`src/rtl/datapath_soma_serial_if.sv`:
```
// Bus between the sequencing controller and the serial-sum datapath.
// Carries the operands, the controller's one-hot enables and the datapath results.
//   master : controller side, drives operands and enables, observes results
//   slave  : datapath side, consumes operands and enables, drives results
interface datapath_soma_serial_if #(
    parameter int unsigned WIDTH = 4
);
    localparam int unsigned CW = $clog2(WIDTH + 2);

    logic [WIDTH-1:0] a_in;
    logic [WIDTH-1:0] b_in;
    logic             HabRegAB;
    logic             HabRegS;
    logic             LoadDesloca;
    logic             Desloca;
    logic             HabRegFim;
    logic             serial_out;
    logic [WIDTH:0]   soma;
    logic [WIDTH:0]   resultado_fim;
    logic [CW-1:0]    bit_count;
    logic             done;

    modport master (
        output a_in, b_in, HabRegAB, HabRegS, LoadDesloca, Desloca, HabRegFim,
        input  serial_out, soma, resultado_fim, bit_count, done
    );

    modport slave (
        input  a_in, b_in, HabRegAB, HabRegS, LoadDesloca, Desloca, HabRegFim,
        output serial_out, soma, resultado_fim, bit_count, done
    );
endinterface

```
`src/rtl/datapath_soma_serial.sv`:
```
// Serial-sum datapath: registers A and B, forms the WIDTH+1 bit sum, shifts it
// out LSB-first, reassembles the bits and latches the rebuilt word.
// Ports:
//   clk  : system clock, rising edge
//   rst  : synchronous active-high reset, overrides every enable
//   bus  : slave side of datapath_soma_serial_if (operands, enables, results)
module datapath_soma_serial #(
    parameter int unsigned WIDTH = 4
) (
    input  logic                  clk,
    input  logic                  rst,
    datapath_soma_serial_if.slave bus
);
    localparam int unsigned CW = $clog2(WIDTH + 2);
    localparam logic [CW-1:0] LAST_COUNT = CW'(WIDTH + 1);

    typedef enum logic [1:0] {
        IDLE,
        CARREGADO,
        DESLOCANDO,
        CONCLUIDO
    } state_t;

    state_t           state;
    logic [WIDTH-1:0] regA;
    logic [WIDTH-1:0] regB;
    logic [WIDTH:0]   somaReg;
    logic [WIDTH:0]   shiftReg;
    logic [WIDTH:0]   acc;
    logic [WIDTH:0]   resultadoReg;
    logic [CW-1:0]    bitCount;
    logic             serialReg;
    logic             doneReg;

    // Operand/sum registers run independently of the shifter, which keeps its own copy.
    always_ff @(posedge clk) begin
        if (rst) begin
            state        <= IDLE;
            regA         <= '0;
            regB         <= '0;
            somaReg      <= '0;
            shiftReg     <= '0;
            acc          <= '0;
            resultadoReg <= '0;
            bitCount     <= '0;
            serialReg    <= 1'b0;
            doneReg      <= 1'b0;
        end else begin
            if (bus.HabRegAB) begin
                regA <= bus.a_in;
                regB <= bus.b_in;
            end
            // Right-hand side sees pre-edge regA/regB, so a simultaneous HabRegAB uses old operands.
            if (bus.HabRegS) begin
                somaReg <= {1'b0, regA} + {1'b0, regB};
            end

            if (bus.LoadDesloca) begin
                shiftReg  <= somaReg;
                acc       <= '0;
                bitCount  <= '0;
                doneReg   <= 1'b0;
                serialReg <= 1'b0;
                state     <= CARREGADO;
            end else begin
                case (state)
                    CARREGADO, DESLOCANDO: begin
                        if (bus.Desloca && (bitCount != LAST_COUNT)) begin
                            serialReg <= shiftReg[0];
                            shiftReg  <= {1'b0, shiftReg[WIDTH:1]};
                            acc       <= {shiftReg[0], acc[WIDTH:1]};
                            bitCount  <= bitCount + CW'(1);
                            state     <= DESLOCANDO;
                        end else if ((state == DESLOCANDO) && (bitCount == LAST_COUNT)
                                     && bus.HabRegFim) begin
                            resultadoReg <= acc;
                            doneReg      <= 1'b1;
                            state        <= CONCLUIDO;
                        end
                    end
                    // Parked until the next reload; Desloca before any load is ignored.
                    default: state <= state;
                endcase
            end
        end
    end

    assign bus.serial_out    = serialReg;
    assign bus.soma          = somaReg;
    assign bus.resultado_fim = resultadoReg;
    assign bus.bit_count     = bitCount;
    assign bus.done          = doneReg;
endmodule
```
`src/flat_wrapper.sv`:
```
// flat-port wrapper written by rule: the top's interface ports become plain ports
module datapath_soma_serial_flat 
#(
    parameter int unsigned WIDTH = 4
)
  (clk, rst, bus_a_in, bus_b_in, bus_HabRegAB, bus_HabRegS, bus_LoadDesloca, bus_Desloca, bus_HabRegFim, bus_serial_out, bus_soma, bus_resultado_fim, bus_bit_count, bus_done);
  datapath_soma_serial_if #(.WIDTH(WIDTH)) bus_i ();
  input  logic clk;
  input  logic rst;
  input wire logic [$bits(bus_i.a_in)-1:0] bus_a_in;
  input wire logic [$bits(bus_i.b_in)-1:0] bus_b_in;
  input wire logic [$bits(bus_i.HabRegAB)-1:0] bus_HabRegAB;
  input wire logic [$bits(bus_i.HabRegS)-1:0] bus_HabRegS;
  input wire logic [$bits(bus_i.LoadDesloca)-1:0] bus_LoadDesloca;
  input wire logic [$bits(bus_i.Desloca)-1:0] bus_Desloca;
  input wire logic [$bits(bus_i.HabRegFim)-1:0] bus_HabRegFim;
  output wire logic [$bits(bus_i.serial_out)-1:0] bus_serial_out;
  output wire logic [$bits(bus_i.soma)-1:0] bus_soma;
  output wire logic [$bits(bus_i.resultado_fim)-1:0] bus_resultado_fim;
  output wire logic [$bits(bus_i.bit_count)-1:0] bus_bit_count;
  output wire logic [$bits(bus_i.done)-1:0] bus_done;
  assign bus_i.a_in = bus_a_in;
  assign bus_i.b_in = bus_b_in;
  assign bus_i.HabRegAB = bus_HabRegAB;
  assign bus_i.HabRegS = bus_HabRegS;
  assign bus_i.LoadDesloca = bus_LoadDesloca;
  assign bus_i.Desloca = bus_Desloca;
  assign bus_i.HabRegFim = bus_HabRegFim;
  assign bus_serial_out = bus_i.serial_out;
  assign bus_soma = bus_i.soma;
  assign bus_resultado_fim = bus_i.resultado_fim;
  assign bus_bit_count = bus_i.bit_count;
  assign bus_done = bus_i.done;
  datapath_soma_serial #(.WIDTH(WIDTH)) u_core (.clk(clk), .rst(rst), .bus(bus_i));
endmodule
```
`config.mk`:
```
export PLATFORM = sky130hd
export DESIGN_NAME = datapath_soma_serial_flat
export DESIGN_NICKNAME = d
export VERILOG_FILES = /design/src/rtl/datapath_soma_serial_if.sv /design/src/rtl/datapath_soma_serial.sv /design/src/flat_wrapper.sv
export SDC_FILE = /design/constraint.sdc
export NUM_CORES = 1
export LEC_CHECK = 0
export CAP_MARGIN = 40
export CORE_ASPECT_RATIO = 1.2
export CORE_MARGIN = 5
export CORE_UTILIZATION = 50
export DETAILED_ROUTE_END_ITERATION = 12
export MAX_ROUTING_LAYER = met4
export PLACE_DENSITY = 0.78
export SKIP_CTS_REPAIR_TIMING = 1
export SYNTH_ARGS = -nofsm -noshare
export SYNTH_HDL_FRONTEND = slang
export SYNTH_SLANG_ARGS = --single-unit
```
`constraint.sdc`:
```
create_clock -name clk -period 2.2 [get_ports clk]
set_clock_uncertainty 0.15 [all_clocks]
set_input_delay 0.66 -clock clk [delete_from_list [all_inputs] [get_ports clk]]
set_output_delay 0.66 -clock clk [all_outputs]
set_load 0.03 [all_outputs]
```
# == Word level (Yosys, flattened, before mapping) ==
# Cells that the tools add are included.
# op_classes
mux,7
magnitude_cmp,0
mul,0
add_sub_neg,2
div,0
shifts,0
eq_ne,4
n_reduce_logical,15
bitwise_logic,2
# op_table
operator,count
$mux W5,3
$reduce_and A2 Y1,4
$reduce_bool A2 Y1,3
$add A4 B4 Y5,1
$mux W2,2
$reduce_and A4 Y1,1
$reduce_or A2 Y1,2
$add A3 B1 Y3 const B,1
$eq A3 B3 Y1 const B,1
$logic_and A1 B1 Y1,3
$ne A3 B3 Y1 const B,1
$reduce_and A3 Y1,1
$reduce_bool A3 Y1,1
$eq A2 B1 Y1 const B,1
$eq A2 B2 Y1 const B,1
$mux W1,2
$not A1 Y1,2
# totals
latchBits,0
mem_bits_rw,0
output_inout_bits,15
input_bits,15
wordCells,41
register_bits,35
mem_count,0
rom_bits,0

# == Longest topological paths before layout ==
# depth
word_depth,7
mapped_depth,6
mapped_depth_nobuf,6

# == Least setup slack after synthesis ==
# No wires, ideal clock.
# synth_timing
path_kind,flip-flop to flip-flop
from,"reg u_core.bitCount[0], in the netlist u_core.bus.bit_count[0]"
to,"reg u_core.resultadoReg[0], in the netlist u_core.bus.resultado_fim[0]"
path_slack_ns,0.491
n_path_buf,0
t_arrival_ns,1.488
synth_period_minus_slack_ns,1.709
setup_time_ns,0.072
required_ns,1.978
path_stages_with_launch,5
cell_sequence,dfxtp_1 -> ha_1 -> nand2_2 -> nor4_4 -> mux2i_1
# synth_between
elab_chain_cells,4
elab_cells_between_ends,7
classes_between,2 x eq/ne; 1 x bitwise; 4 x reduce/logical
# synth_lines
element,line,source
from (decl),datapath_soma_serial.sv:31,logic [CW-1:0] bitCount;
from (signal assigned),datapath_soma_serial.sv:72,bitCount <= bitCount + CW'(1);
$eq A3 B3 Y1 or $ne A3 B3 Y1 (tied branches),"datapath_soma_serial.sv:74, datapath_soma_serial.sv:68",
"$logic_and A1 B1 Y1, on equally long branches","datapath_soma_serial.sv:74, datapath_soma_serial.sv:68",
$logic_and A1 B1 Y1 or $not A1 Y1 (tied branches),n/a,
$reduce_and A4 Y1 (no source line) *,n/a,
to (signal assigned),datapath_soma_serial.sv:44,resultadoReg <= '0;
to (signal assigned),datapath_soma_serial.sv:76,resultadoReg <= acc;
to (decl),datapath_soma_serial.sv:30,logic [WIDTH:0] resultadoReg;
# Every way passes the cells marked *; elsewhere a longest branch is shown, timed or not.
# A chain may end at the register's enable or synchronous reset.

# == Final worst setup path ==
# layout_timing
from,"reg u_core.doneReg, in the netlist u_core.bus.done"
to,out bus_done
# layout_rtl
element,line,source
from (decl),datapath_soma_serial.sv:33,logic doneReg;
from (signal assigned),datapath_soma_serial.sv:47,doneReg <= 1'b0;
from (signal assigned),datapath_soma_serial.sv:62,doneReg <= 1'b0;
from (signal assigned),datapath_soma_serial.sv:77,doneReg <= 1'b1;
to (decl),flat_wrapper.sv:21,output wire logic [$bits(bus_i.done)-1:0] bus_done;
# No word-level cell between the ends.

==> metrics.yaml <==
status:
  run_status: "completed"
global_route:
  grt_antenna_before_repair: 0
  maximum_number_of_pins_on_one_net_before_global_route_repair: 16
  grt_pass1_vias: 1208
  grt.total_usage_pct: 16.5
  wire_length_of_the_first_global_routing_pass_mm: 5.17
  grt-ovfl-total: 0
critical_path:
  crit_path_top_delay_cell: "sky130_fd_sc_hd__clkdlybuf4s50_1"
  regToRegStartpoint: "u_core.regA[0]$_SDFFE_PP0P_"
  setup.reg_to_reg.worst_slack_ns: 0.49
  cp_slowest_stage_delay_ns: 0.66
  worstPathArrival_ns: 1.33
  critical_path_buf_inv_count: 1
  timing.critical_path.fanout_max: 2
  setup.worst_path.class: "flip-flop to output pin"
  critPathTopFamily: "buffers and inverters"
  cp_data_required_time_ns: 1.39
  startpoint_type: "flip-flop"
  cp-end-kind: "output pin"
  r2r.worst_path.cells: 6
  timing.rr.end: "u_core.bus.soma[4]$_SDFFE_PP0P_"
  logic_depth_of_the_worst_setup_path_including_buffers: 1
  critical_path.cell_chain: "clkdlybuf4s50_1"
floorplanning:
  io_pins: 30
  floorplan.rows: 22
  fp.dieH_um: 70.5
  starting_density_of_the_core_pct: 50.8
  core_area_um2: 3000
  dieWidth_um: 60.4
  die-area_um2: 4260
sta:
  finalWorstPathRequiredPeriod_ns: 2.14
  max_clock_freq_ghz: 0.468
  worst_slew_pin_slew_ns: 0.390
  hold_ws_ns: 0.310
  min_period_over_period_pct: 97.1
  report.final.slew_viol_count: 0
  unrepaired_setup_endpoints_after_global_routing: "false"
  worst_slew_margin_rel_pct: 74.0
  setup_slack_ns: 0.0634
  timing.final.setup_violations: 0
  hold_viol: 0
route:
  route.detailed.vias_per_inst: 5.41
  drt_first_iter_violations: 43
  dr_total_vias: 1271
  ant_nets: 0
  drt-total-wl_mm: 3.09
  firstDrtPassIters: 4
  drt_drc_violations_left: 0
  avgRoutedWirePerCell_um: 13.2
clock_tree:
  numCtsBuffers: 5
  clock_tree.htree_level_count: 2
  clock_path_buffers: 2
  path_clk_slew_ns: 0.09
  insertion_delay_ns: 0.32
  clock_sink_count: 34
  cts_root_buf: "sky130_fd_sc_hd__clkbuf_4"
  cts_tree: "done"
layout:
  final_nets: 223
  drive_above_1_share_pct: 8.54
  final_cell_area_um2: 1950
  diodes: 0
  syn2layout_area_growth_pct: 27.8
  post-route-util_pct: 64.9
power:
  cellPowerDensity_nw_per_um2: 592
  ir_drop_mv: 0.451
  leakage_nw: 0.920
  power.total_mw: 1.15
run:
  max_cap_viol_count: 0
placed_design:
  detailedPlace.worstSlack_ns: 0.0630
  port_buffers: 29
  post-dp-hpwl_mm: 2.41
  dpl-instance-area_um2: 1870
  globalplace.congestion: 0.783
logic_synthesis:
  netlist_instances: 165
  synth_most_common_cell: "sky130_fd_sc_hd__dfxtp_1"
  post_synthesis_net_count: 188
  post_synth_arst_share_pct: 0
  synth_area_leader_cell: "sky130_fd_sc_hd__dfxtp_1"
  synth_seq_area_share_pct: 44.7
  synthesis.area_um2: 1520
  synth_warnings: 0
  synth_enable_flop_cells: 0
  synthDominantCellAreaShare_pct: 44.7
  synthesis.area_per_instance_um2: 9.24
  synth.distinct_cells: 34
  synth.cells.most_frequent: "sky130_fd_sc_hd__dfxtp_1, sky130_fd_sc_hd__nor2_1, sky130_fd_sc_hd__mux2i_1"
  synth_seq_cells: 34
  synth_top_flop_cell: "sky130_fd_sc_hd__dfxtp_1"
  netlist_top_cells_area: "sky130_fd_sc_hd__dfxtp_1, sky130_fd_sc_hd__mux2i_1, sky130_fd_sc_hd__ha_1"
min_path:
  worstHoldPathCells: 2
  timing.hold.worst.start: "u_core.bus.resultado_fim[1]$_SDFFE_PP0P_"
  hold_path_end: "u_core.bus.resultado_fim[1]$_SDFFE_PP0P_"
  hold_path_class: "flip-flop to flip-flop"
[flip-flops by register name (all words and copies together) (netlist names)]
signal,flops
u_core.state,2
u_core.bus.soma,5
u_core.bus.done,1
u_core.shiftReg,5
u_core.bus.resultado_fim,5
u_core.regA,4
u_core.acc,5
u_core.bus.bit_count,3
u_core.regB,4
[metrics by stage]
stage	TNS (ns)	std cells
2_1_floorplan	0	165
3_3_place_gp	0	229
3_5_place_dp	0	229
5_1_grt	0	235
4_1_cts	-0.237	235
6_report	0	235
[cell type report]
| cell class | instances | area [um2] |
|---|---|---|
| inverters | 9 | 33.8 |
| repair buffers | 37 | 378 |
| well taps | 36 | 45.0 |
| clock buffers | 6 | 51.3 |
| fillers | 260 | 1050 |
| multi-input cells | 113 | 759 |
| flip-flops and latches | 34 | 681 |
[per-layer routing]
metal  track usage, %  up-vias  share of wire (%)
met2             28.5       37                 53
met5                -        -                  0
met1             16.2      578                 39
met3             5.73        7                5.6
li1                 -      649                  -
met4             7.14        0                2.0
[layout by cell type, fill, tap and decap left out, types with 5 or more instances in the layout]
master	count
sky130_fd_sc_hd__dfxtp_1	34
sky130_fd_sc_hd__nor2_1	18
sky130_fd_sc_hd__clkdlybuf4s50_1	18
sky130_fd_sc_hd__mux2i_1	15
sky130_fd_sc_hd__nand2_1	14
sky130_fd_sc_hd__a21oi_1	11
sky130_fd_sc_hd__dlymetal6s2s_1	11
sky130_fd_sc_hd__o21ai_0	10
sky130_fd_sc_hd__nand3_1	9
sky130_fd_sc_hd__inv_1	8
sky130_fd_sc_hd__buf_4	8
sky130_fd_sc_hd__ha_1	7
sky130_fd_sc_hd__a311oi_1	5
sky130_fd_sc_hd__clkbuf_4	5
[report_power, final]
group | leakage, nW | total, mW | internal, mW | switching (mW)
registers | 0.278 | 0.655 | 0.639 | 0.0156
logic | 0.612 | 0.168 | 0.0809 | 0.0867
clock network | 0.0302 | 0.331 | 0.144 | 0.187
[logic make-up (layout without fill, tap and decap cells)]
logic type / after synthesis / in the layout / synth area share, %
AND/OR/NAND/NOR: 52 / 52 / 16.8
AO/OA/AOI/OAI: 37 / 37 / 15.5
flip-flops: 34 / 34 / 44.7
buffers and inverters: 18 / 52 / 5.50
multiplexers: 15 / 15 / 9.85
adder cells (fa/ha/maj): 8 / 8 / 7.06
XOR/XNOR: 1 / 1 / 0.575
[worst max-delay path by stage]
stage	startpoint	end	slack [ns]
6_report	u_core.bus.done$_SDFFE_PP0P_	bus_done	0.06
5_1_grt	u_core.bus.done$_SDFFE_PP0P_	bus_done	0.003
4_1_cts	u_core.bus.bit_count[0]$_SDFFE_PP0P_	bus_bit_count[0]	-0.07
3_5_place_dp	bus_Desloca	u_core.shiftReg[1]$_SDFFE_PP0P_	0.06
3_3_place_gp	bus_Desloca	u_core.state[0]$_SDFFE_PP0P_	0.12
2_1_floorplan	u_core.bus.bit_count[0]$_SDFFE_PP0P_	u_core.bus.resultado_fim[0]$_SDFFE_PP0P_	0.49
(Power assumes the default switching activity.)
==> patch: new RTL, config.mk and constraints unchanged <==
`WIDTH` is set to 4 in 3 places; all go to 8.
--- a/src/rtl/datapath_soma_serial_if.sv
+++ b/src/rtl/datapath_soma_serial_if.sv
@@ -5,3 +5,3 @@
 interface datapath_soma_serial_if #(
-    parameter int unsigned WIDTH = 4
+    parameter int unsigned WIDTH = 8
 );
--- a/src/rtl/datapath_soma_serial.sv
+++ b/src/rtl/datapath_soma_serial.sv
@@ -7,3 +7,3 @@
 module datapath_soma_serial #(
-    parameter int unsigned WIDTH = 4
+    parameter int unsigned WIDTH = 8
 ) (
--- a/src/flat_wrapper.sv
+++ b/src/flat_wrapper.sv
@@ -3,3 +3,3 @@
 #(
-    parameter int unsigned WIDTH = 4
+    parameter int unsigned WIDTH = 8
 )
Ports: changed (5 resized); port bits go from 30 to 47. No check against the original RTL was run, so the function may have changed too.
==> patch against the original RTL <==
- power grew 110%
- synthesized cell count is 72% higher
- sequential cell count up 25
- wire length rose by 64%
- sequential power grew 73%
- fmax down 0.30%
- worst setup slack got worse by 0.0064 ns
- final area rose by 75%
- synthesized area increased by 66%
- final cell count is 71% higher
- clock power increased to 3.1 times the old value
==> patch: results (changes against the original RTL) <==
metric,value,unit,change
internal portion of total power,1890,uW,was 864 uW
placed instance count,386,,was 229
CP startpoint,u_core.bus.resultado_fim[1],,was u_core.bus.done
main area contributors after synthesis,"sky130_fd_sc_hd__dfxtp_1 (47%), sky130_fd_sc_hd__mux2i_1 (11%), sky130_fd_sc_hd__nand2_1 (7.0%)",,"was sky130_fd_sc_hd__dfxtp_1 (45%), sky130_fd_sc_hd__mux2i_1 (9.9%), sky130_fd_sc_hd__ha_1 (5.7%)"
sequential share of the synthesized area,46.6,%,was 44.7%
final net count,372,,was 223
number of cells traversed by the worst register-to-register path,8,,was 6
All-Layer GR Usage,17.3,%,was 16.5%
global-route wire length before repair,8560,um,was 5170 um
estimated wirelength of the detail-placed design,3620,um,was 2410 um
crit path capture,bus_resultado_fim[1],,was bus_done
Min-Delay Endpoint,u_core.acc[0],,was u_core.bus.resultado_fim[1]
via count of the first global-routing pass,1926,,"was 1,208"
post-synthesis net count,319,,was 188
clock network power,1030,uW,was 331 uW
pin count of the biggest net entering global routing,24,,was 16
number of distinct library cells after synthesis,36,,was 34
slew margin rel.,76.6,%,was 74.0%
final-layout fill cell count,386,,was 260
Logic pwr share,11.7,%,was 14.5%
weighted congestion reported at the end of routability-driven placement,0.806,,was 0.783
clock-pin transition on the worst setup and hold timing paths,0.06,ns,was 0.09 ns
fraction of power consumed by sequential logic,46.2,%,was 56.8%
worst slack after detailed placement,0.0221,ns,was 0.0630 ns
via count,2047,,"was 1,271"
VDD IR-drop max,0.000630,V,was 0.000451 V
start point of the worst min-delay path,u_core.acc[0],,was u_core.bus.resultado_fim[1]
# H-tree levels,3,,was 2
average via count per standard cell,5.10,,was 5.41
worst reg-to-reg setup slack,0.12,ns,was 0.49 ns
hold slack final,0.303,ns,was 0.310 ns
share of post-route cells with drive strength above 1,9.97,%,was 8.54%
Starting DRT DRC Count,110,,was 43
run status,finished clean,,unchanged
average size of a mapped cell,8.92,um2,was 9.24 um2
number of clock buffers inserted by TritonCTS,9,,was 5
-- patch: layout make-up --
cell class	count	share of cell area, %
Inverter	8	0.881
Timing Repair Buffer	59	18.7
Sequential cell	59	34.7
Clock buffer	14	5.36
Clock inverter	1	0.881
Multi-Input combinational cell	200	37.3
Tap cell	60	2.20
-- patch: per-layer routing --
layer,vias to the layer above,GRT usage (%),part of all wire (%)
met3,8,5.51,4.7
met5,-,-,0
met4,0,7.77,1.7
met1,929,21.8,47
li1,1069,-,-
met2,41,25.2,46
-- patch: logic make-up (layout without fill, tap and decap cells) --
kind of cell	after synthesis	after routing	synth area share [%]
adder cells (fa/ha/maj)	12	12	6.23
XOR/XNOR	4	4	1.38
AND/OR/NAND/NOR	106	106	18.1
buffers and inverters	25	82	4.25
multiplexers	27	27	10.7
flip-flops	59	59	46.6
AO/OA/AOI/OAI	51	51	12.7
